## config.mk

```make
export PLATFORM = sky130hd
export DESIGN_NAME = uart_tx
export DESIGN_NICKNAME = d
export VERILOG_FILES = /design/src/rtl/uart_pkg.sv /design/src/rtl/uart_baud_gen.sv /design/src/rtl/uart_tx.sv
export SDC_FILE = /design/constraint.sdc
export NUM_CORES = 1
export LEC_CHECK = 0
export CAP_MARGIN = 20
export CELL_PAD_IN_SITES_DETAIL_PLACEMENT = 0
export CELL_PAD_IN_SITES_GLOBAL_PLACEMENT = 1
export CORE_UTILIZATION = 35
export CTS_CLUSTER_DIAMETER = 80
export DETAILED_ROUTE_END_ITERATION = 7
export PLACE_DENSITY = 0.78
export SETUP_SLACK_MARGIN = 0.02
export SYNTH_ARGS = -nofsm -noshare
export SYNTH_HDL_FRONTEND = slang
export SYNTH_SLANG_ARGS = --single-unit
export TNS_END_PERCENT = 30
```

## constraint.sdc

```tcl
create_clock -name Clk -period 3.57 [get_ports Clk]
set_clock_uncertainty 0.1 [all_clocks]
set_input_delay 1.071 -clock Clk [delete_from_list [all_inputs] [get_ports Clk]]
set_output_delay 1.071 -clock Clk [all_outputs]
set_load 0.01 [all_outputs]
```

## src/rtl/uart_pkg.sv

```systemverilog
// Shared UART definitions: transmitter state encoding, divisor floor and parity modes.
// The receive path is expected to import this package as well.
package uart_pkg;

    typedef enum logic [2:0] {
        IDLE,
        FETCH,
        LOAD,
        START,
        DATA,
        PARITY,
        STOP
    } tx_state_t;

    // A bit period shorter than two clocks leaves no room for the registered outputs.
    localparam int MIN_DIV = 2;

    localparam logic PARITY_EVEN = 1'b0;
    localparam logic PARITY_ODD  = 1'b1;

endpackage

```

## src/rtl/uart_baud_gen.sv

```systemverilog
// Loadable bit-period down-counter: counts div-1 down to 0 and reloads on every bit boundary.
// bit_tick marks the last clock of a bit; pre_tick marks the clock before it.
module uart_baud_gen #(
    parameter int DIV_WIDTH = 16
) (
    input  logic                 Clk,
    input  logic                 Resetn,
    input  logic                 load,
    input  logic [DIV_WIDTH-1:0] div,
    output logic                 bit_tick,
    output logic                 pre_tick
);

    logic [DIV_WIDTH-1:0] cnt;

    // Reloading from div on the terminal count keeps every bit exactly div clocks, with no drift.
    always_ff @(posedge Clk or negedge Resetn) begin
        if (!Resetn) begin
            cnt <= '0;
        end else if (load || cnt == '0) begin
            cnt <= div - DIV_WIDTH'(1);
        end else begin
            cnt <= cnt - DIV_WIDTH'(1);
        end
    end

    assign bit_tick = !load && (cnt == '0);
    assign pre_tick = !load && (cnt == DIV_WIDTH'(1));

endmodule

```

## src/rtl/uart_tx.sv

```systemverilog
// UART transmitter: pops one byte per frame from the TX FIFO and serialises it as
// start, data LSB-first, optional parity and one or two stop bits. All outputs are registered.
import uart_pkg::*;

module uart_tx #(
    parameter int DATA_WIDTH = 8,
    parameter int DIV_WIDTH  = 16
) (
    input  logic                  Clk,
    input  logic                  Resetn,
    input  logic [DIV_WIDTH-1:0]  baud_div,
    input  logic                  parity_en,
    input  logic                  parity_odd,
    input  logic                  two_stop,
    input  logic [DATA_WIDTH-1:0] fifo_data,
    input  logic                  fifo_empty,
    output logic                  fifo_rd_en,
    output logic                  tx,
    output logic                  busy,
    output logic                  tx_done
);

    localparam int IDX_W = (DATA_WIDTH > 1) ? $clog2(DATA_WIDTH) : 1;
    localparam logic [IDX_W-1:0] LAST_IDX = IDX_W'(DATA_WIDTH - 1);

    tx_state_t             state, state_d;
    logic [DATA_WIDTH-1:0] shift_q, shift_d;
    logic [IDX_W-1:0]      bit_idx, bit_idx_d;
    logic [DIV_WIDTH-1:0]  div_q, div_d, div_clamped, div_in;
    logic                  par_en_q, par_en_d;
    logic                  par_bit_q, par_bit_d;
    logic                  two_stop_q, two_stop_d;
    logic                  stop_idx_q, stop_idx_d;
    logic                  tx_d, done_d;
    logic                  baud_load, bit_tick, pre_tick;

    assign div_clamped = (baud_div < DIV_WIDTH'(MIN_DIV)) ? DIV_WIDTH'(MIN_DIV) : baud_div;
    assign baud_load   = (state == LOAD);
    assign div_in      = baud_load ? div_clamped : div_q;

    uart_baud_gen #(
        .DIV_WIDTH(DIV_WIDTH)
    ) u_baud (
        .Clk     (Clk),
        .Resetn  (Resetn),
        .load    (baud_load),
        .div     (div_in),
        .bit_tick(bit_tick),
        .pre_tick(pre_tick)
    );

    // FIFO handshake: fifo_rd_en is a one-cycle pop strobe raised only in FETCH, which is
    // entered only after fifo_empty was seen low; the FIFO's registered read data is valid
    // the following cycle (LOAD), where it is captured along with the frame configuration.
    always_comb begin
        state_d    = state;
        shift_d    = shift_q;
        bit_idx_d  = bit_idx;
        div_d      = div_q;
        par_en_d   = par_en_q;
        par_bit_d  = par_bit_q;
        two_stop_d = two_stop_q;
        stop_idx_d = stop_idx_q;
        tx_d       = tx;
        done_d     = 1'b0;
        case (state)
            IDLE: begin
                tx_d = 1'b1;
                if (!fifo_empty) begin
                    state_d = FETCH;
                end
            end
            FETCH: begin
                state_d = LOAD;
            end
            LOAD: begin
                shift_d    = fifo_data;
                div_d      = div_clamped;
                par_en_d   = parity_en;
                par_bit_d  = (^fifo_data) ^ parity_odd;
                two_stop_d = two_stop;
                tx_d       = 1'b0;
                state_d    = START;
            end
            START: begin
                if (bit_tick) begin
                    state_d   = DATA;
                    bit_idx_d = '0;
                    tx_d      = shift_q[0];
                end
            end
            DATA: begin
                if (bit_tick) begin
                    if (bit_idx == LAST_IDX) begin
                        if (par_en_q) begin
                            state_d = PARITY;
                            tx_d    = par_bit_q;
                        end else begin
                            state_d    = STOP;
                            stop_idx_d = 1'b0;
                            tx_d       = 1'b1;
                        end
                    end else begin
                        bit_idx_d = bit_idx + IDX_W'(1);
                        shift_d   = shift_q >> 1;
                        tx_d      = shift_d[0];
                    end
                end
            end
            PARITY: begin
                if (bit_tick) begin
                    state_d    = STOP;
                    stop_idx_d = 1'b0;
                    tx_d       = 1'b1;
                end
            end
            STOP: begin
                // Registered strobe: armed one clock early so it lands on the frame's last clock.
                done_d = pre_tick && (!two_stop_q || stop_idx_q);
                if (bit_tick) begin
                    if (two_stop_q && !stop_idx_q) begin
                        stop_idx_d = 1'b1;
                    end else begin
                        state_d = IDLE;
                    end
                end
            end
            default: begin
                state_d = IDLE;
                tx_d    = 1'b1;
            end
        endcase
    end

    always_ff @(posedge Clk or negedge Resetn) begin
        if (!Resetn) begin
            state      <= IDLE;
            shift_q    <= '0;
            bit_idx    <= '0;
            div_q      <= DIV_WIDTH'(MIN_DIV);
            par_en_q   <= 1'b0;
            par_bit_q  <= 1'b0;
            two_stop_q <= 1'b0;
            stop_idx_q <= 1'b0;
            tx         <= 1'b1;
            fifo_rd_en <= 1'b0;
            busy       <= 1'b0;
            tx_done    <= 1'b0;
        end else begin
            state      <= state_d;
            shift_q    <= shift_d;
            bit_idx    <= bit_idx_d;
            div_q      <= div_d;
            par_en_q   <= par_en_d;
            par_bit_q  <= par_bit_d;
            two_stop_q <= two_stop_d;
            stop_idx_q <= stop_idx_d;
            tx         <= tx_d;
            fifo_rd_en <= (state_d == FETCH);
            busy       <= (state_d != IDLE);
            tx_done    <= done_d;
        end
    end

endmodule

```

==> results of run 1 <==
## sequential cells by signal (all words and copies together) (netlist names)
signal / cells
par_bit_q: 1
par_en_q: 1
tx_done: 1
div_q: 16
shift_q: 8
state: 3
tx: 1
busy: 1
bit_idx: 3
fifo_rd_en: 1
stop_idx_q: 1
u_baud.cnt: 16
two_stop_q: 1
## cell usage after synthesis, types with 3 or more instances
| master | n | share of area |
|---|---|---|
| sky130_fd_sc_hd__a21oi_1 | 15 | 0.024 |
| sky130_fd_sc_hd__or4_1 | 4 | 0.0095 |
| sky130_fd_sc_hd__dfrtp_1 | 52 | 0.41 |
| sky130_fd_sc_hd__or3_1 | 3 | 0.0060 |
| sky130_fd_sc_hd__a31oi_1 | 8 | 0.016 |
| sky130_fd_sc_hd__ha_1 | 5 | 0.020 |
| sky130_fd_sc_hd__buf_6 | 3 | 0.011 |
| sky130_fd_sc_hd__o31ai_1 | 3 | 0.0071 |
| sky130_fd_sc_hd__o221ai_1 | 3 | 0.0083 |
| sky130_fd_sc_hd__mux2i_1 | 13 | 0.041 |
| sky130_fd_sc_hd__xor2_1 | 12 | 0.033 |
| sky130_fd_sc_hd__or2_2 | 3 | 0.0060 |
| sky130_fd_sc_hd__inv_1 | 15 | 0.018 |
| sky130_fd_sc_hd__o22ai_1 | 4 | 0.0079 |
| sky130_fd_sc_hd__buf_2 | 3 | 0.0048 |
| sky130_fd_sc_hd__nor2b_1 | 3 | 0.0060 |
| sky130_fd_sc_hd__nor2_1 | 30 | 0.036 |
| sky130_fd_sc_hd__xnor2_1 | 19 | 0.053 |
| sky130_fd_sc_hd__o21ai_0 | 18 | 0.029 |
| sky130_fd_sc_hd__clkbuf_1 | 6 | 0.0071 |
| sky130_fd_sc_hd__nor4_1 | 8 | 0.016 |
| sky130_fd_sc_hd__nand2_1 | 68 | 0.081 |
| sky130_fd_sc_hd__nor3_1 | 15 | 0.024 |
## worst min-delay path: cells and delay by family, from the launching register on
kind             cells  cell delay (ns)
AND/OR/NAND/NOR      1             0.05
AO/OA/AOI/OAI        1             0.06
flip-flops           1             0.36
## power groups by stage
stage               logic, mW  clock network, mW  registers, mW
floorplan               0.220                  0          0.777
global placement        0.312                  0          0.792
detailed placement      0.314                  0          0.797
CTS                     0.319              0.441          0.785
global route            0.357              0.466          0.802
finish                  0.316              0.424          0.785
## layout make-up
cell class | count | area, um2
inverters | 15 | 56.3
fillers | 825 | 4910
flip-flops and latches | 54 | 1350
repair buffers | 55 | 490
multi-input cells | 267 | 1660
clock buffers | 7 | 86.3
well taps | 108 | 135
clock inverters | 1 | 30.0
## layer usage
metal	up-vias	global-route usage	share of wire
li1	1310	-	-
met1	1206	0.218	0.50
met2	41	0.252	0.47
met3	4	0.0238	0.024
met4	0	0.0448	0.010
met5	-	0	0
## logic make-up after synthesis
family | after synthesis
DFF | 54
and+or+nand+nor | 151
adders and majority gates | 5
AOI/OAI and AO/OA | 65
muxes | 15
xor gates and xnor gates | 31
buffers and inverters | 29
## placed cells by master (no fill, tap or decap), drive strengths merged, types with 4 or more instances in the layout
cell type,netlist,routed
xor2,12,12
or4,5,5
nand2,68,68
o21ai,19,19
a21oi,16,16
clkdlybuf4s50,0,32
a31oi,9,9
xnor2,19,19
nor4,9,9
buf,8,23
inv,15,15
o22ai,4,4
clkbuf,6,7
dfrtp,52,52
nor3,16,16
mux2i,13,13
nor2,30,30
ha,5,5
## worst min-delay path by stage
stage                     slack (ns)         end  cells after the start
final                           0.39   par_bit_q                      2
after global routing            0.44  bit_idx[1]                      2
after CTS                       0.40   par_bit_q                      2
after detailed placement        0.38  bit_idx[2]                      2
after global placement          0.37  bit_idx[1]                      2
after floorplan                 0.34  two_stop_q                      2
## per-stage QoR
step	util	setup slack [ns]
after floorplan	-	0.429
after global placement	0.423	0.0739
after detailed placement	0.423	0.0194
after CTS	0.437	0.346
after global routing	0.437	0.155
final	0.437	0.336
==> PnR_summary.wiki, run 1 <==
{| class="wikitable"
! Metric !! Value
|-
| Result of the run || finished, final reports clean
|-
| Synth Register Bits || 54
|-
| Class of the most critical setup path || in -> reg
|-
| CTS tree || yes
|-
| Signed area change from the synthesized netlist to the final layout || 20.8%
|-
| Total non-filler cell area in the finished layout || 0.00381 mm2
|-
| Cell count along the critical path || 12
|-
| Syn_area_per_cell || 9.01 um2
|-
| Maximum count of clock buffers along a single path || 2
|-
| Max-capacitance violation count || 0
|-
| Worst-case register-to-register setup slack || 0.92 ns
|-
| Highest clock rate || 309 MHz
|-
| Area share of fa/ha/maj cells after synthesis || 0.0198
|-
| Aggregate global routing overflow || 0
|-
| Number of design rule violations left after detail routing || 0
|-
| Critical Path Sink Type || flop
|-
| Number of cells on the worst reg-to-reg path || 8
|-
| Net switching component of the power || 0.436 mW
|-
| Cell occurring most often along the worst timing path || sky130_fd_sc_hd__nand2_1
|-
| Post-CTS repair timing setup buffer count || 0
|-
| Internal power component || 1.09 mW
|-
| Slew at the pin closest to its max-slew limit || 0.692 ns
|-
| Inst Count DP || 499
|-
| Horizontal die dimension || 96.9 um
|-
| Number of diodes added for antenna fixing || 0
|-
| Sequential-to-total area share from yosys stat || 0.429
|-
| Net count of the finished layout || 433
|-
| Total number of yosys warnings || 0
|-
| Total of endpoints with negative setup slack in the final report || 0
|-
| Final routed wirelength across all metal layers || 6900 um
|-
| XOR/XNOR Fraction of Synth Area || 0.0861
|-
| Worst-skew pair later-pin latency || 0.30 ns
|-
| Worst path arrival time || 3.31 ns
|-
| Post-detailed-route count of antenna-violating nets || 0
|-
| Share of layout cells above drive strength 1 || 0.120
|-
| I/O pin count || 34
|-
| Total clock sinks || 54
|-
| Worst vdd rail ir drop || 0.205 mV
|-
| Synth Area in Compound Gates || 0.138
|-
| Post-synthesis cell count || 350
|-
| Standard cell area after detailed placement || 0.00369 mm2
|-
| Fin cells || 507
|-
| Vias in the first global route || 2507
|-
| Clock-pin slew on the worst setup and hold paths || 0.10 ns
|-
| Startpoint of the lowest-slack hold path || par_bit_q
|-
| Share of synthesized cell area in and, or, nand and nor gates || 0.233
|-
| Setup TNS Final || 0 ns
|-
| CP cell instances || clkdlybuf4s50_1 -> or4_1 -> nor2_1 -> nand2_1 -> nand2_1 -> o21ai_0 -> inv_1 -> ha_1 -> o211ai_1 -> nor3_1 -> xnor2_1 -> mux2i_1
|-
| H-Tree Level Count || 2
|-
| Reg-to-reg endpoint || u_baud.cnt[4]
|-
| Hold Violations, Final || 0
|-
| Largest net degree at the start of global routing || 55
|-
| Worst path bufs/invs || 2
|-
| Overall power of the completed layout || 1.53 mW
|-
| DP Wirelength || 5160 um
|-
| Type of the worst min-delay path || reg -> reg
|-
| Port Buffer Count || 33
|-
| Portion of total power attributed to combinational logic || 0.207
|-
| Slowest stage cell, crit path || sky130_fd_sc_hd__or4_1
|-
| Share of synthesized registers carrying an async set or reset || 1.00
|-
| Sequential share of power || 0.515
|-
| All-layer global routing usage || 0.157
|-
| Multiplexer fraction of the synthesized cell area || 0.0484
|-
| Endpoint of the most critical setup path || u_baud.cnt[12]
|-
| Core area || 0.00872 mm2
|-
| Power per standard cell area || 400 mW/mm2
|-
| Max-slew violation count || 0
|-
| Root Buffer Master || sky130_fd_sc_hd__clkbuf_8
|-
| Maximum cell stage delay along the critical path || 0.55 ns
|-
| Die Outline Area || 0.00939 mm2
|-
| Count of unique library cells instantiated by Yosys || 52
|-
| Post-Synthesis Cell Area || 0.00315 mm2
|-
| Leakage power || 1.61 nW
|-
| Initial drt markers || 129
|-
| Fin crit share || 0.906
|-
| Primary flip-flop cell chosen by synthesis mapping || sky130_fd_sc_hd__dfrtp_1
|-
| Count of instances resized after the clock tree is built || 0
|-
| Final hold slack || 0.395 ns
|-
| Relative slew slack || 0.539
|-
| Height of the chip || 96.9 um
|-
| Number of buffers added to fix hold violations after cts || 0
|-
| Gp weighted congestion || 0.794
|-
| Initial core utilization || 0.362
|-
| Detailed-router iteration count before antenna repair || 4
|-
| Vias per inst || 5.05
|-
| Initial antenna violation count || 0
|-
| Clock power share || 0.278
|-
| Routed wire length per instance || 13.6 um
|-
| Shortest period the worst path allows || 3.23 ns
|-
| TritonCTS buffer count || 5
|-
| Worst setup startpoint || baud_div[5]
|-
| Unrepaired setup endpoints after global routing || false
|-
| Row Count || 34
|-
| Number of enable flip-flop cells after synthesis || 0
|-
| Proportion of total power due to net switching || 0.286
|-
| Mapped Nets || 385
|-
| Dominant combinational cell family by area after synthesis || simple AND/OR/NAND/NOR gates
|-
| Data required time at the worst endpoint || 3.64 ns
|-
| Startpoint types || primary input
|-
| Launch instance of the worst register-to-register path || u_baud.cnt[0]
|-
| Detailed-route via count || 2561
|-
| First-pass GRT wire length || 12100 um
|-
| Highest net fanout along the worst path || 3
|-
| Top cell family by delay on the critical path || simple AND/OR/NAND/NOR gates
|}
Power figures use the tool's default switching activity.
==> run 2: changes to the inputs <==
- CORE_ASPECT_RATIO: default -> 1.4
- SETUP_SLACK_MARGIN: 0.02 -> default
- SLEW_MARGIN: default -> 5
==> PnR_summary.wiki, run 2 (synthesis gave the netlist of run 1 again) <==
{| class="wikitable"
! Metric !! Value
|-
| Leading registers by flop count || div_q: 16 flops, u_baud.cnt: 16 flops, shift_q: 8 flops (unchanged)
|-
| Relative slew slack || 0.660 (was 0.539)
|-
| Proportion of total power due to net switching || 0.289 (was 0.286)
|-
| DP Wirelength || 5750 um (was 5160 um)
|-
| Net count of the finished layout || 431 (was 433)
|-
| Total clock sinks || 54 (unchanged)
|-
| Initial antenna violation count || 0 (unchanged)
|-
| Worst-skew pair later-pin latency || 0.29 ns (was 0.30 ns)
|-
| Vias in the first global route || 2602 (was 2507)
|-
| Sequential share of power || 0.491 (was 0.515)
|-
| Initial core utilization || 0.364 (was 0.362)
|-
| Post-Place Setup Slack || 0.0106 ns (was 0.0194 ns)
|-
| Highest clock rate || 308 MHz (was 309 MHz)
|-
| Horizontal die dimension || 82.2 um (was 96.9 um)
|-
| Net switching component of the power || 0.463 mW (was 0.436 mW)
|-
| Startpoint types || primary input (unchanged)
|-
| Largest net degree at the start of global routing || 27 (was 55)
|-
| CTS tree || yes (unchanged)
|-
| Number of buffers added to fix hold violations after cts || 0 (unchanged)
|-
| Row Count || 40 (was 34)
|-
| Signed area change from the synthesized netlist to the final layout || 21.6% (was 20.8%)
|-
| Port Buffer Count || 33 (unchanged)
|-
| Number of diodes added for antenna fixing || 0 (unchanged)
|-
| Slew at the pin closest to its max-slew limit || 0.511 ns (was 0.692 ns)
|-
| Worst vdd rail ir drop || 0.280 mV (was 0.205 mV)
|-
| TritonCTS buffer count || 5 (unchanged)
|-
| Fin crit share || 0.908 (was 0.906)
|-
| Filler cell count || 871 (was 825)
|-
| Height of the chip || 114 um (was 96.9 um)
|-
| Internal power component || 1.14 mW (was 1.09 mW)
|-
| I/O pin count || 34 (unchanged)
|-
| Top library cells by usage in the layout, fill and taps aside || sky130_fd_sc_hd__nand2_1 (68), sky130_fd_sc_hd__dfrtp_1 (52), sky130_fd_sc_hd__clkdlybuf4s50_1 (32) (unchanged)
|-
| Total of endpoints with negative setup slack in the final report || 0 (unchanged)
|-
| Post-CTS repair timing setup buffer count || 0 (unchanged)
|-
| Unrepaired setup endpoints after global routing || false (unchanged)
|-
| Commonest non-fill, non-tap cell in the layout || sky130_fd_sc_hd__nand2_1 (unchanged)
|-
| Min setup slack post-route || 0.328 ns (was 0.336 ns)
|-
| All-layer global routing usage || 0.178 (was 0.157)
|-
| Hold Violations, Final || 0 (unchanged)
|-
| Number of design rule violations left after detail routing || 0 (unchanged)
|-
| Maximum count of clock buffers along a single path || 2 (unchanged)
|-
| Critical Path Sink Type || flop (unchanged)
|-
| First-pass GRT wire length || 12400 um (was 12100 um)
|-
| Worst path arrival time || 3.32 ns (was 3.31 ns)
|-
| Root Buffer Master || sky130_fd_sc_hd__clkbuf_16 (was sky130_fd_sc_hd__clkbuf_8)
|-
| Detailed-route via count || 2582 (was 2561)
|-
| Vias per inst || 5.14 (was 5.05)
|-
| Data required time at the worst endpoint || 3.65 ns (was 3.64 ns)
|-
| Shortest period the worst path allows || 3.24 ns (was 3.23 ns)
|-
| Class of the most critical setup path || in -> reg (unchanged)
|-
| Die Outline Area || 0.00940 mm2 (was 0.00939 mm2)
|-
| Gp weighted congestion || 0.808 (was 0.794)
|-
| Max-capacitance violation count || 0 (unchanged)
|-
| Aggregate global routing overflow || 0 (unchanged)
|-
| Core area || 0.00866 mm2 (was 0.00872 mm2)
|-
| Leakage power || 1.63 nW (was 1.61 nW)
|-
| Post-detailed-route count of antenna-violating nets || 0 (unchanged)
|-
| Final hold slack || 0.396 ns (was 0.395 ns)
|-
| Power per standard cell area || 418 mW/mm2 (was 400 mW/mm2)
|-
| Detailed-router iteration count before antenna repair || 4 (unchanged)
|-
| Count of instances resized after the clock tree is built || 0 (unchanged)
|-
| Number of cells on the worst reg-to-reg path || 8 (unchanged)
|-
| Overall power of the completed layout || 1.60 mW (was 1.53 mW)
|-
| Clock-pin slew on the worst setup and hold paths || 0.07 ns (was 0.10 ns)
|-
| Clock power share || 0.311 (was 0.278)
|-
| Max-slew violation count || 0 (unchanged)
|-
| Share of layout cells above drive strength 1 || 0.116 (was 0.120)
|-
| Type of the worst min-delay path || reg -> reg (unchanged)
|-
| Setup TNS Final || 0 ns (unchanged)
|-
| Result of the run || finished, final reports clean (unchanged)
|-
| Portion of total power attributed to combinational logic || 0.198 (was 0.207)
|-
| Final routed wirelength across all metal layers || 7390 um (was 6900 um)
|-
| Highest net fanout along the worst path || 3 (unchanged)
|-
| H-Tree Level Count || 2 (unchanged)
|-
| Routed wire length per instance || 14.7 um (was 13.6 um)
|-
| Number of cells traversed by the worst hold path || 2 (unchanged)
|-
| Initial drt markers || 122 (was 129)
|}
[run 2: worst paths after layout]
path	startpoint	end	slack [ns]
max	baud_div[5]	u_baud.cnt[12]	0.33
min	bit_idx[2]	bit_idx[2]	0.40
max reg2reg	u_baud.cnt[0]	u_baud.cnt[12]	0.91
min reg2reg	bit_idx[2]	bit_idx[2]	0.40
max in group asynchronous	Resetn	tx	2.28
min in group asynchronous	Resetn	shift_q[7]	0.49
[run 2: per-stage QoR]
stage | std cells | cell area (um2) | util
after detailed placement | 494 | 3690 | 0.426
final | 502 | 3830 | 0.443
after global routing | 502 | 3830 | 0.443
after floorplan | 350 | 3150 | -
after global placement | 494 | 3690 | 0.426
after CTS | 502 | 3830 | 0.443
[run 2: layout make-up]
class                      instances  area, um2  area share
clock inverter                     1       5.00     0.00131
clock buffer                       7        143      0.0372
sequential                        54       1350       0.353
timing repair buffer              53        488       0.127
inverter                          15       56.3      0.0147
tap                              105        131      0.0343
multi-input combinational        267       1660       0.432
[run 2: per-layer routing]
metal | share of wire | global-route usage
met2 | 0.52 | 0.316
met5 | 0 | 0
met3 | 0.027 | 0.0271
met1 | 0.43 | 0.212
met4 | 0.024 | 0.0667
[run 2: critical path, stage by stage]
cell,delay [ns]
sky130_fd_sc_hd__clkdlybuf4s50_1,0.44
sky130_fd_sc_hd__or4_1,0.55
sky130_fd_sc_hd__nor2_1,0.15
sky130_fd_sc_hd__nand2_1,0.06
sky130_fd_sc_hd__nand2_1,0.08
sky130_fd_sc_hd__o21ai_0,0.10
sky130_fd_sc_hd__inv_1,0.08
sky130_fd_sc_hd__ha_1,0.19
sky130_fd_sc_hd__o211ai_1,0.16
sky130_fd_sc_hd__nor3_1,0.20
sky130_fd_sc_hd__xnor2_1,0.15
sky130_fd_sc_hd__mux2i_1,0.09
[run 2: power groups by stage]
stage                     Sequential, mW  Combinational [mW]  Clock (mW)
after floorplan                    0.777               0.220           0
after global placement             0.794               0.313           0
after detailed placement           0.798               0.319           0
after CTS                          0.786               0.322       0.515
after global routing               0.802               0.364       0.544
final                              0.788               0.318       0.498
==> run 3: changes to the inputs <==
- PLACE_DENSITY: 0.78 -> 0.76
- SYNTH_HIERARCHICAL: default -> 1
- clock period: 3.57 -> 3.4 ns (I/O delays scaled with it)
==> PnR_summary.wiki, run 3 <==
{| class="wikitable"
! Metric !! Value
|-
| Initial antenna violation count || 0 (unchanged)
|-
| Multiplexer fraction of the synthesized cell area || 0.112 (was 0.0484)
|-
| Mapped Nets || 330 (was 385)
|-
| Unrepaired setup endpoints after global routing || false (unchanged)
|-
| Destination of the worst hold path || bit_idx[1] (was bit_idx[2])
|-
| First-pass GRT wire length || 10600 um (was 12400 um)
|-
| Share of synthesized registers carrying an async set or reset || 1.00 (unchanged)
|-
| Number of cells on the worst reg-to-reg path || 7 (was 8)
|-
| Slowest stage cell, crit path || sky130_fd_sc_hd__clkdlybuf4s50_1 (was sky130_fd_sc_hd__or4_1)
|-
| Share of synthesized cell area in and, or, nand and nor gates || 0.181 (was 0.233)
|-
| Signed area change from the synthesized netlist to the final layout || 18.3% (was 21.6%)
|-
| Net switching component of the power || 1.06 mW (was 0.463 mW)
|-
| Setup TNS Final || 0 ns (unchanged)
|-
| Power per standard cell area || 791 mW/mm2 (was 418 mW/mm2)
|-
| Sequential share of power || 0.378 (was 0.491)
|-
| Gp weighted congestion || 0.812 (was 0.808)
|-
| Area share of the leading cell type in the synthesized netlist || 0.416 (was 0.413)
|-
| Class of the most critical setup path || in -> reg (unchanged)
|-
| CTS tree || yes (unchanged)
|-
| Primary flip-flop cell chosen by synthesis mapping || sky130_fd_sc_hd__dfrtp_1 (unchanged)
|-
| Worst vdd rail ir drop || 0.361 mV (was 0.280 mV)
|-
| Hold Violations, Final || 0 (unchanged)
|-
| Met3 wire length || 160 um (was 197 um)
|-
| Syn_area_per_cell || 10.7 um2 (was 9.01 um2)
|-
| DP Wirelength || 4580 um (was 5750 um)
|-
| Initial core utilization || 0.364 (about the same)
|-
| Launch instance of the worst register-to-register path || state[2] (was u_baud.cnt[0])
|-
| Proportion of total power due to net switching || 0.362 (was 0.289)
|-
| Slew at the pin closest to its max-slew limit || 0.976 ns (was 0.511 ns)
|-
| Top routing layer in use || met4 (unchanged)
|-
| Relative slew slack || 0.349 (was 0.660)
|-
| Top cells by count, synth || sky130_fd_sc_hd__dfrtp_1 (52), sky130_fd_sc_hd__nand2_1 (30), sky130_fd_sc_hd__xnor2_1 (21), sky130_fd_sc_hd__mux2_2 (17), sky130_fd_sc_hd__mux2i_1 (16) (was sky130_fd_sc_hd__nand2_1 (68), sky130_fd_sc_hd__dfrtp_1 (52), sky130_fd_sc_hd__nor2_1 (30), sky130_fd_sc_hd__xnor2_1 (19), sky130_fd_sc_hd__o21ai_0 (18))
|-
| Data required time at the worst endpoint || 3.43 ns (was 3.65 ns)
|-
| All-layer global routing usage || 0.148 (was 0.178)
|-
| Post-CTS repair timing setup buffer count || 0 (unchanged)
|-
| XOR/XNOR Fraction of Synth Area || 0.0995 (was 0.0861)
|-
| Dominant combinational cell family by area after synthesis || simple AND/OR/NAND/NOR gates (unchanged)
|-
| Clock-pin slew on the worst setup and hold paths || 0.07 ns (about the same)
|-
| Routed wire length per instance || 14.3 um (was 14.7 um)
|-
| H-Tree Level Count || 2 (unchanged)
|-
| Startpoint of the lowest-slack hold path || bit_idx[1] (was bit_idx[2])
|-
| Number of design rule violations left after detail routing || 0 (unchanged)
|-
| Result of the run || finished, final reports clean (unchanged)
|-
| Worst-case register-to-register setup slack || 0.53 ns (was 0.91 ns)
|-
| Total non-filler cell area in the finished layout || 0.00371 mm2 (was 0.00383 mm2)
|-
| Worst-skew pair later-pin latency || 0.29 ns (about the same)
|-
| Final hold slack || 0.395 ns (was 0.396 ns)
|-
| Number of diodes added for antenna fixing || 0 (unchanged)
|-
| TritonCTS buffer count || 5 (unchanged)
|-
| Worst path arrival time || 3.18 ns (was 3.32 ns)
|-
| Height of the chip || 114 um (about the same)
|-
| Post-Synthesis Cell Area || 0.00313 mm2 (was 0.00315 mm2)
|-
| Detailed-route via count || 2223 (was 2582)
|-
| Count of instances resized after the clock tree is built || 0 (unchanged)
|-
| Detailed-router iteration count before antenna repair || 4 (unchanged)
|-
| Post-Place Setup Slack || -0.0680 ns (was 0.0106 ns)
|-
| Commonest non-fill, non-tap cell in the layout || sky130_fd_sc_hd__dfrtp_1 (was sky130_fd_sc_hd__nand2_1)
|-
| Sequential-to-total area share from yosys stat || 0.432 (was 0.429)
|-
| Root Buffer Master || sky130_fd_sc_hd__clkbuf_16 (unchanged)
|-
| Aggregate global routing overflow || 0 (unchanged)
|-
| Synth Area in Compound Gates || 0.0931 (was 0.138)
|-
| Leakage power || 1.54 nW (was 1.63 nW)
|-
| Final routed wirelength across all metal layers || 6190 um (was 7390 um)
|-
| Number of cells traversed by the worst hold path || 2 (unchanged)
|-
| Cell occurring most often along the worst timing path || sky130_fd_sc_hd__nand4_1 (was sky130_fd_sc_hd__nand2_1)
|-
| Detailed-route wire length on metal 1 || 2610 um (was 3170 um)
|-
| Max-slew violation count || 0 (unchanged)
|-
| Count of unique library cells instantiated by Yosys || 53 (was 52)
|-
| Net count of the finished layout || 365 (was 431)
|-
| Maximum count of clock buffers along a single path || 2 (unchanged)
|-
| Initial drt markers || 63 (was 122)
|-
| Shortest period the worst path allows || 3.15 ns
|-
| Post-detailed-route count of antenna-violating nets || 0 (unchanged)
|-
| Fin cells || 434 (was 502)
|-
| Total number of yosys warnings || 6 (was 0)
|-
| Total of endpoints with negative setup slack in the final report || 0 (unchanged)
|-
| Area share of fa/ha/maj cells after synthesis || 0.0280 (was 0.0198)
|-
| Post-layout util || 0.431 (was 0.443)
|-
| Startpoint types || primary input (unchanged)
|-
| Post-synthesis cell count || 293 (was 350)
|-
| Standard cell area after detailed placement || 0.00354 mm2 (was 0.00369 mm2)
|-
| Portion of total power attributed to combinational logic || 0.439 (was 0.198)
|-
| Wire length on met2 || 3320 um (was 3850 um)
|-
| Highest net fanout along the worst path || 6 (was 3)
|-
| CP cell instances || clkdlybuf4s50_1 -> nor4_1 -> nand4_1 -> nand3_1 -> o21ai_0 -> inv_1 -> ha_1 -> nor3b_1 -> buf_4 -> nand4_1 -> xor2_1 -> mux2i_1 (was clkdlybuf4s50_1 -> or4_1 -> nor2_1 -> nand2_1 -> nand2_1 -> o21ai_0 -> inv_1 -> ha_1 -> o211ai_1 -> nor3_1 -> xnor2_1 -> mux2i_1)
|-
| Vias in the first global route || 2297 (was 2602)
|-
| Number of buffers added to fix hold violations after cts || 0 (unchanged)
|-
| Horizontal die dimension || 81.9 um (was 82.2 um)
|-
| Max-capacitance violation count || 0 (unchanged)
|-
| Leading registers by flop count || div_q: 16 flops, u_baud/cnt: 16 flops, shift_q: 8 flops (was div_q: 16 flops, u_baud.cnt: 16 flops, shift_q: 8 flops)
|-
| Share of layout cells above drive strength 1 || 0.173 (was 0.116)
|-
| Die Outline Area || 0.00934 mm2 (was 0.00940 mm2)
|-
| I/O pin count || 34 (unchanged)
|-
| Min setup slack post-route || 0.253 ns (was 0.328 ns)
|-
| Maximum cell stage delay along the critical path || 0.42 ns (was 0.55 ns)
|-
| Core area || 0.00861 mm2 (was 0.00866 mm2)
|-
| Top library cells by usage in the layout, fill and taps aside || sky130_fd_sc_hd__dfrtp_1 (52), sky130_fd_sc_hd__clkdlybuf4s50_1 (32), sky130_fd_sc_hd__nand2_1 (30) (was sky130_fd_sc_hd__nand2_1 (68), sky130_fd_sc_hd__dfrtp_1 (52), sky130_fd_sc_hd__clkdlybuf4s50_1 (32))
|-
| Total clock sinks || 54 (unchanged)
|-
| Clock power share || 0.183 (was 0.311)
|-
| Dominant cell by count in the synthesized netlist || sky130_fd_sc_hd__dfrtp_1 (was sky130_fd_sc_hd__nand2_1)
|-
| Reg-to-reg endpoint || u_baud/cnt[15] (was u_baud.cnt[12])
|-
| Highest clock rate || 318 MHz
|-
| Worst setup startpoint || baud_div[8] (was baud_div[5])
|-
| Internal power component || 1.87 mW (was 1.14 mW)
|-
| Top cells by area, synth || sky130_fd_sc_hd__dfrtp_1 (42%), sky130_fd_sc_hd__mux2_2 (6.1%), sky130_fd_sc_hd__xnor2_1 (5.9%) (was sky130_fd_sc_hd__dfrtp_1 (41%), sky130_fd_sc_hd__nand2_1 (8.1%), sky130_fd_sc_hd__xnor2_1 (5.3%))
|-
| Row Count || 40 (unchanged)
|-
| Overall power of the completed layout || 2.93 mW (was 1.60 mW)
|-
| Fin crit share || 0.926
|-
| Critical Path Sink Type || flop (unchanged)
|-
| Synth Register Bits || 54 (unchanged)
|-
| Number of enable flip-flop cells after synthesis || 0 (unchanged)
|-
| Inst Count DP || 426 (was 494)
|-
| Largest net degree at the start of global routing || 55 (was 27)
|-
| Type of the worst min-delay path || reg -> reg (unchanged)
|-
| Post-synthesis cell type with the largest combined area || sky130_fd_sc_hd__dfrtp_1 (unchanged)
|-
| Port Buffer Count || 33 (unchanged)
|-
| Vias per inst || 5.12 (was 5.14)
|}
run 3: worst max path at each step:
stage / slack [ns] / to / cells past startpoint
after floorplan: 0.40 / u_baud/cnt[12] / 10
after global placement: -0.04 / u_baud/cnt[12] / 12
after detailed placement: -0.07 / u_baud/cnt[12] / 12
after CTS: 0.24 / u_baud/cnt[12] / 12
after global routing: 0.05 / u_baud/cnt[14] / 12
final: 0.25 / u_baud/cnt[14] / 12
run 3: layer usage:
metal	up-vias	GRT usage
li1	1113	-
met1	1075	0.166
met2	28	0.272
met3	7	0.0200
met4	0	0.0632
met5	-	0
run 3: area by class of cell:
type	instances	area, um2
timing repair buffer	44	408
tap	105	131
fill	852	4900
sequential	54	1350
multi-input combinational	213	1610
clock inverter	1	8.76
inverter	10	37.5
clock buffer	7	153
run 3: cell families (layout without fill, tap and decap cells):
| logic type | count (synthesis) | in the layout |
|---|---|---|
| AOI/OAI and AO/OA | 37 | 37 |
| xor gates and xnor gates | 34 | 34 |
| adders and majority gates | 7 | 7 |
| buffers and inverters | 26 | 62 |
| DFF | 54 | 54 |
| muxes | 33 | 33 |
| and+or+nand+nor | 102 | 102 |
run 3: worst max-delay path, delay by kind of cell:
family                     cells  cell delay (ns)
buffers and inverters          3             0.68
and+or+nand+nor                5             0.91
AOI/OAI and AO/OA              1             0.11
muxes                          1             0.09
adders and majority gates      1             0.16
xor gates and xnor gates       1             0.21
run 3: power groups by stage:
stage	Clock, mW	Sequential (mW)	Combinational (mW)
floorplan	0	1.06	1.03
global placement	0	1.11	1.28
detailed placement	0	1.12	1.29
CTS	0.555	1.11	1.30
global route	0.573	1.14	1.42
finish	0.538	1.11	1.29
==> variant 1 (flow settings as in run 2) <==
Set the parameter `DATA_WIDTH` to 32 (it was 8).
--- a/src/rtl/uart_tx.sv
+++ b/src/rtl/uart_tx.sv
@@ -4,5 +4,5 @@
 
 module uart_tx #(
-    parameter int DATA_WIDTH = 8,
+    parameter int DATA_WIDTH = 32,
     parameter int DIV_WIDTH  = 16
 ) (
Ports: changed (resized fifo_data); port bits go from 34 to 58. The function was not compared with the original's and may differ.
==> variant 1 against run 2 <==
- routed wire length up 48%
- largest cell class unchanged
- largest power group unchanged
- cell area up 55%
- synthesized area up 52%
- total power up 61%
- sequential cell count up 26
- fmax down 3.0%
- setup slack worse by 0.10 ns
==> variant 1: results (changes against run 2) <==
synthDistinctLibCells: 55  # +5.8%
fin_nets: 653  # +52%
synth_warnings: 0  # unchanged
root_buffer: "clkbuf_16"
drive_gt1_share_pct: 14.9  # +3.3 points
top_regs: "shift_q x32, div_q x16, u_baud.cnt x16"
drtPass1Iterations: 4  # unchanged
ir_drop_uv: 281  # +0.22%
async_flop_share_pct: 100  # unchanged
hold_class: "flip-flop to flip-flop"
grt_max_degree: 81  # +200%
slew_violations: 0  # unchanged
grt_usage_pct: 16.9  # -0.91 points
gp_congestion: 0.827  # +2.4%
grt_pass1_wl_um: 18800  # +51%
cts_resized: 0  # unchanged
arrival_ns: 3.52  # +0.20 ns
worstPathMaxFanout: 3  # unchanged
status: "finished clean"
syn_nets: 590  # +53%
cts_made_buffers: 9  # +4
routed_via_density: 5.04  # -2.0%
hpwlAfterDp_um: 7970  # +38%
htreeDepth: 3  # +1
clk_latency_ns: 0.34  # +0.05 ns
portBuffers: 57  # +73%
ys_seq_area_share_pct: 41.9  # -1.0 points
drtIter0Drc: 145  # +19%
antenna_cells: 0  # unchanged
hold_buffers: 0  # unchanged
synthTopCellsByCount: "126 x nand2_1, 78 x dfrtp_1, 52 x nor2_1"
grt_pass1_vias: 4090  # +57%
synthFlopType: "dfrtp_1"
worst_pin_slew_ns: 0.734  # +0.223 ns
p_leak_nw: 2.47  # +52%
wirelength_um: 10900  # +48%
synth_area_leaders: "dfrtp_1 41%, nand2_1 9.9%, a31oi_2 7.3%"
## variant 1: cell types whose count changed after synthesis, moves of 4 or more
cell,before,now
dfrtp_1,52,78
nor3_1,15,22
a31oi_2,1,28
xnor2_1,19,36
a31oi_1,8,12
nand2_1,68,126
o31ai_1,3,7
nor2_1,30,52
clkbuf_1,6,18
nand3_1,2,7
nor4_1,8,12
mux2i_1,13,5
## variant 1: critical path, cell delays in order
cell and delay (ns):
clkdlybuf4s50_1 0.42, nor4_1 0.36, buf_4 0.19, a31oi_1 0.10, a22oi_1 0.22, ha_1 0.22
o211ai_1 0.11, a2111oi_0 0.47, xor2_1 0.19, nor2_1 0.05, a21oi_1 0.10
## variant 1: per-layer routing
layer / GRT usage [%] / wire length [um]
met1: 20.1 / 4800
met2: 28.7 / 5430
met3: 2.45 / 300
met4: 9.99 / 370
met5: 0 / 0
## variant 1: stage by stage
stage	worst slack, ns	hold WS [ns]	std cells	area (um^2)	power, mW
finish	0.226	0.396	781	5930	2.58
floorplan	0.0829	0.351	531	4780	1.41
detailed placement	-0.156	0.389	764	5580	1.59
CTS	0.217	0.404	780	5900	2.61
global placement	-0.0256	0.376	764	5580	1.58
global route	0.0961	0.421	781	5930	2.71
## variant 1: kinds of logic (layout without fill, tap and decap cells)
group / Yosys count / count (layout) / share of synthesized area [%]
and+or+nand+nor: 254 / 254 / 24.5
xor gates and xnor gates: 50 / 50 / 9.45
buffers and inverters: 41 / 109 / 5.13
DFF: 80 / 80 / 41.9
adders and majority gates: 5 / 5 / 1.31
AOI/OAI and AO/OA: 93 / 93 / 15.9
muxes: 8 / 8 / 1.75
## variant 1: final timing paths
check	start	end	slack, ns	depth (start not counted)
min in group asynchronous	Resetn	shift_q[13]	0.54	1
hold / removal	par_bit_q	par_bit_q	0.40	2
setup reg to reg	state[1]	u_baud.cnt[14]	0.68	9
setup / recovery	baud_div[5]	u_baud.cnt[14]	0.23	11
max in group asynchronous	Resetn	div_q[1]	2.19	2
hold reg to reg	par_bit_q	par_bit_q	0.40	2
## variant 1: power by group
part,switching (mW),leakage (nW),internal [mW]
Clock,0.383,0.159,0.613
Combinational,0.221,1.37,0.253
Sequential,0.0973,0.943,1.01
Total,0.702,2.47,1.87
## variant 1: layout make-up
cell class | count | area, um^2
clock buffer | 9 | 225
clock inverter | 7 | 96.3
fill | 1341 | 7400
inverter | 12 | 45.0
multi-input combinational | 410 | 2550
sequential | 80 | 2000
tap | 182 | 228
timing repair buffer | 81 | 781
==> variant 2 (config.mk and constraints of run 2) <==
Made on the original files. Put one more register stage on the output `tx`, without a reset. The value now appears one clock later. The other outputs are not delayed to match.
--- a/src/rtl/uart_tx.sv
+++ b/src/rtl/uart_tx.sv
@@ -23,4 +23,6 @@
     localparam int IDX_W = (DATA_WIDTH > 1) ? $clog2(DATA_WIDTH) : 1;
     localparam logic [IDX_W-1:0] LAST_IDX = IDX_W'(DATA_WIDTH - 1);
+
+    logic tx_s0;
 
     tx_state_t             state, state_d;
@@ -62,5 +64,5 @@
         two_stop_d = two_stop_q;
         stop_idx_d = stop_idx_q;
-        tx_d       = tx;
+        tx_d       = tx_s0;
         done_d     = 1'b0;
         case (state)
@@ -143,5 +145,5 @@
             two_stop_q <= 1'b0;
             stop_idx_q <= 1'b0;
-            tx         <= 1'b1;
+            tx_s0      <= 1'b1;
             fifo_rd_en <= 1'b0;
             busy       <= 1'b0;
@@ -156,5 +158,5 @@
             two_stop_q <= two_stop_d;
             stop_idx_q <= stop_idx_d;
-            tx         <= tx_d;
+            tx_s0      <= tx_d;
             fifo_rd_en <= (state_d == FETCH);
             busy       <= (state_d != IDLE);
@@ -163,4 +165,8 @@
     end
 
+    always_ff @(posedge Clk) begin
+        tx <= tx_s0;
+    end
+
 endmodule
 
Check against the original RTL: not equivalent (Yosys sat finds a counterexample within 4 cycles, from zero or initial values and one cycle with Resetn low).
==> variant 2 against run 2 <==
- synthesized area increased by 0.63%
- worst hold slack got worse by 0.071 ns
- routed wire length increased by 0.68%
- die area increased by 0.63%
- first-iteration DRC count increased by 0.82%
- sequential cell count increased by 1
- setup slack got worse by 0.043 ns
- sequential power increased by 1%
- critical endpoint unchanged
- total power decreased by 0.19%
- sequential share of layout area increased by 0.63 points
- largest power group unchanged
- cell area decreased by 0.29%
- utilization decreased by 0.38 points
==> variant 2: results (changes against run 2) <==
routed_via_density: 5.23  # +1.6%
wl_met2_um: 3790  # -1.5%
drive_gt1_share_pct: 10.8  # -0.76 points
cts_max_path_buffers: 2  # unchanged
synth_xor_area_share_pct: 8.56  # -0.054 points
synthMuxAreaShare_pct: 4.81  # -0.031 points
grtUsageMet2_pct: 29.4  # -2.1 points
grtUsageMet3_pct: 3.59  # +0.88 points
ys_seq_area_share_pct: 43.3  # +0.36 points
synth_compound_area_share_pct: 13.7  # -0.087 points
status: "finished clean"
holdPathStages: 0  # -2
reg2reg_to: "u_baud.cnt[0]"
place_ws_ns: -0.0426  # -0.0532 ns
hpwlAfterDp_um: 5420  # -5.9%
grt_pass1_wl_um: 12100  # -3.0%
syn_nets: 386  # +0.26%
final.fill_count: 880  # +1.0%
holdPathEnd: "tx"
drtPass1Iterations: 5  # +1
synthDistinctLibCells: 53  # +1.9%
gp_congestion: 0.809  # +0.21%
synth_area_leaders: "dfrtp_1 41%, nand2_1 8.0%, xnor2_1 5.2%"
min_from: "tx_s0"
met3_length_um: 266  # +35%
slew_headroom_pct: 51.3  # -15 points
grt_pass1_vias: 2541  # -2.3%
async_flop_share_pct: 98.2  # -1.8 points
ir_drop_uv: 255  # -8.8%
grt_max_degree: 55  # +100%
grt_usage_pct: 17.0  # -0.85 points
variant 2: cell count changes in the layout (fill, tap and decap cells not counted):
| cell | before | now |
|---|---|---|
| dfxtp_1 | 0 | 1 |
| clkbuf_1 | 1 | 3 |
| clkinv_2 | 1 | 0 |
| buf_12 | 1 | 0 |
| clkbuf_8 | 1 | 0 |
variant 2: where the power goes:
group / internal (mW) / switching [mW] / leakage (nW)
clock network: 0.262 / 0.226 / 0.0652
registers: 0.712 / 0.0875 / 0.643
logic: 0.158 / 0.154 / 0.904
total: 1.13 / 0.468 / 1.61
variant 2: cell families after synthesis:
kind of cell / count (synthesis)
buffers and inverters: 29
muxes: 15
DFF: 55
xor gates and xnor gates: 31
AOI/OAI and AO/OA: 65
adders and majority gates: 5
and+or+nand+nor: 151
variant 2: worst max path at each step:
stage | start | endpoint | slack, ns | cells after the start
after floorplan | baud_div[5] | u_baud.cnt[12] | 0.43 | 11
after global placement | baud_div[5] | u_baud.cnt[8] | 0.04 | 12
after detailed placement | baud_div[5] | u_baud.cnt[12] | -0.04 | 12
after CTS | baud_div[5] | u_baud.cnt[12] | 0.27 | 12
after global routing | baud_div[5] | u_baud.cnt[12] | 0.05 | 12
final | baud_div[5] | u_baud.cnt[12] | 0.28 | 12
variant 2: through the flow:
stage	util (%)	hold WS (ns)	cells
3_3_place_gp	42.3	0.315	494
4_1_cts	43.9	0.327	502
5_1_grt	43.9	0.330	502
3_5_place_dp	42.3	0.317	494
6_report	43.9	0.325	502
2_1_floorplan	-	0.307	351
variant 2: area by class of cell:
class | instances | area (um^2) | area share (%)
timing repair buffer | 52 | 468 | 12.2
inverter | 15 | 56.3 | 1.47
tap | 105 | 131 | 3.44
multi-input combinational | 267 | 1660 | 43.3
clock buffer | 8 | 136 | 3.57
sequential | 55 | 1370 | 35.9
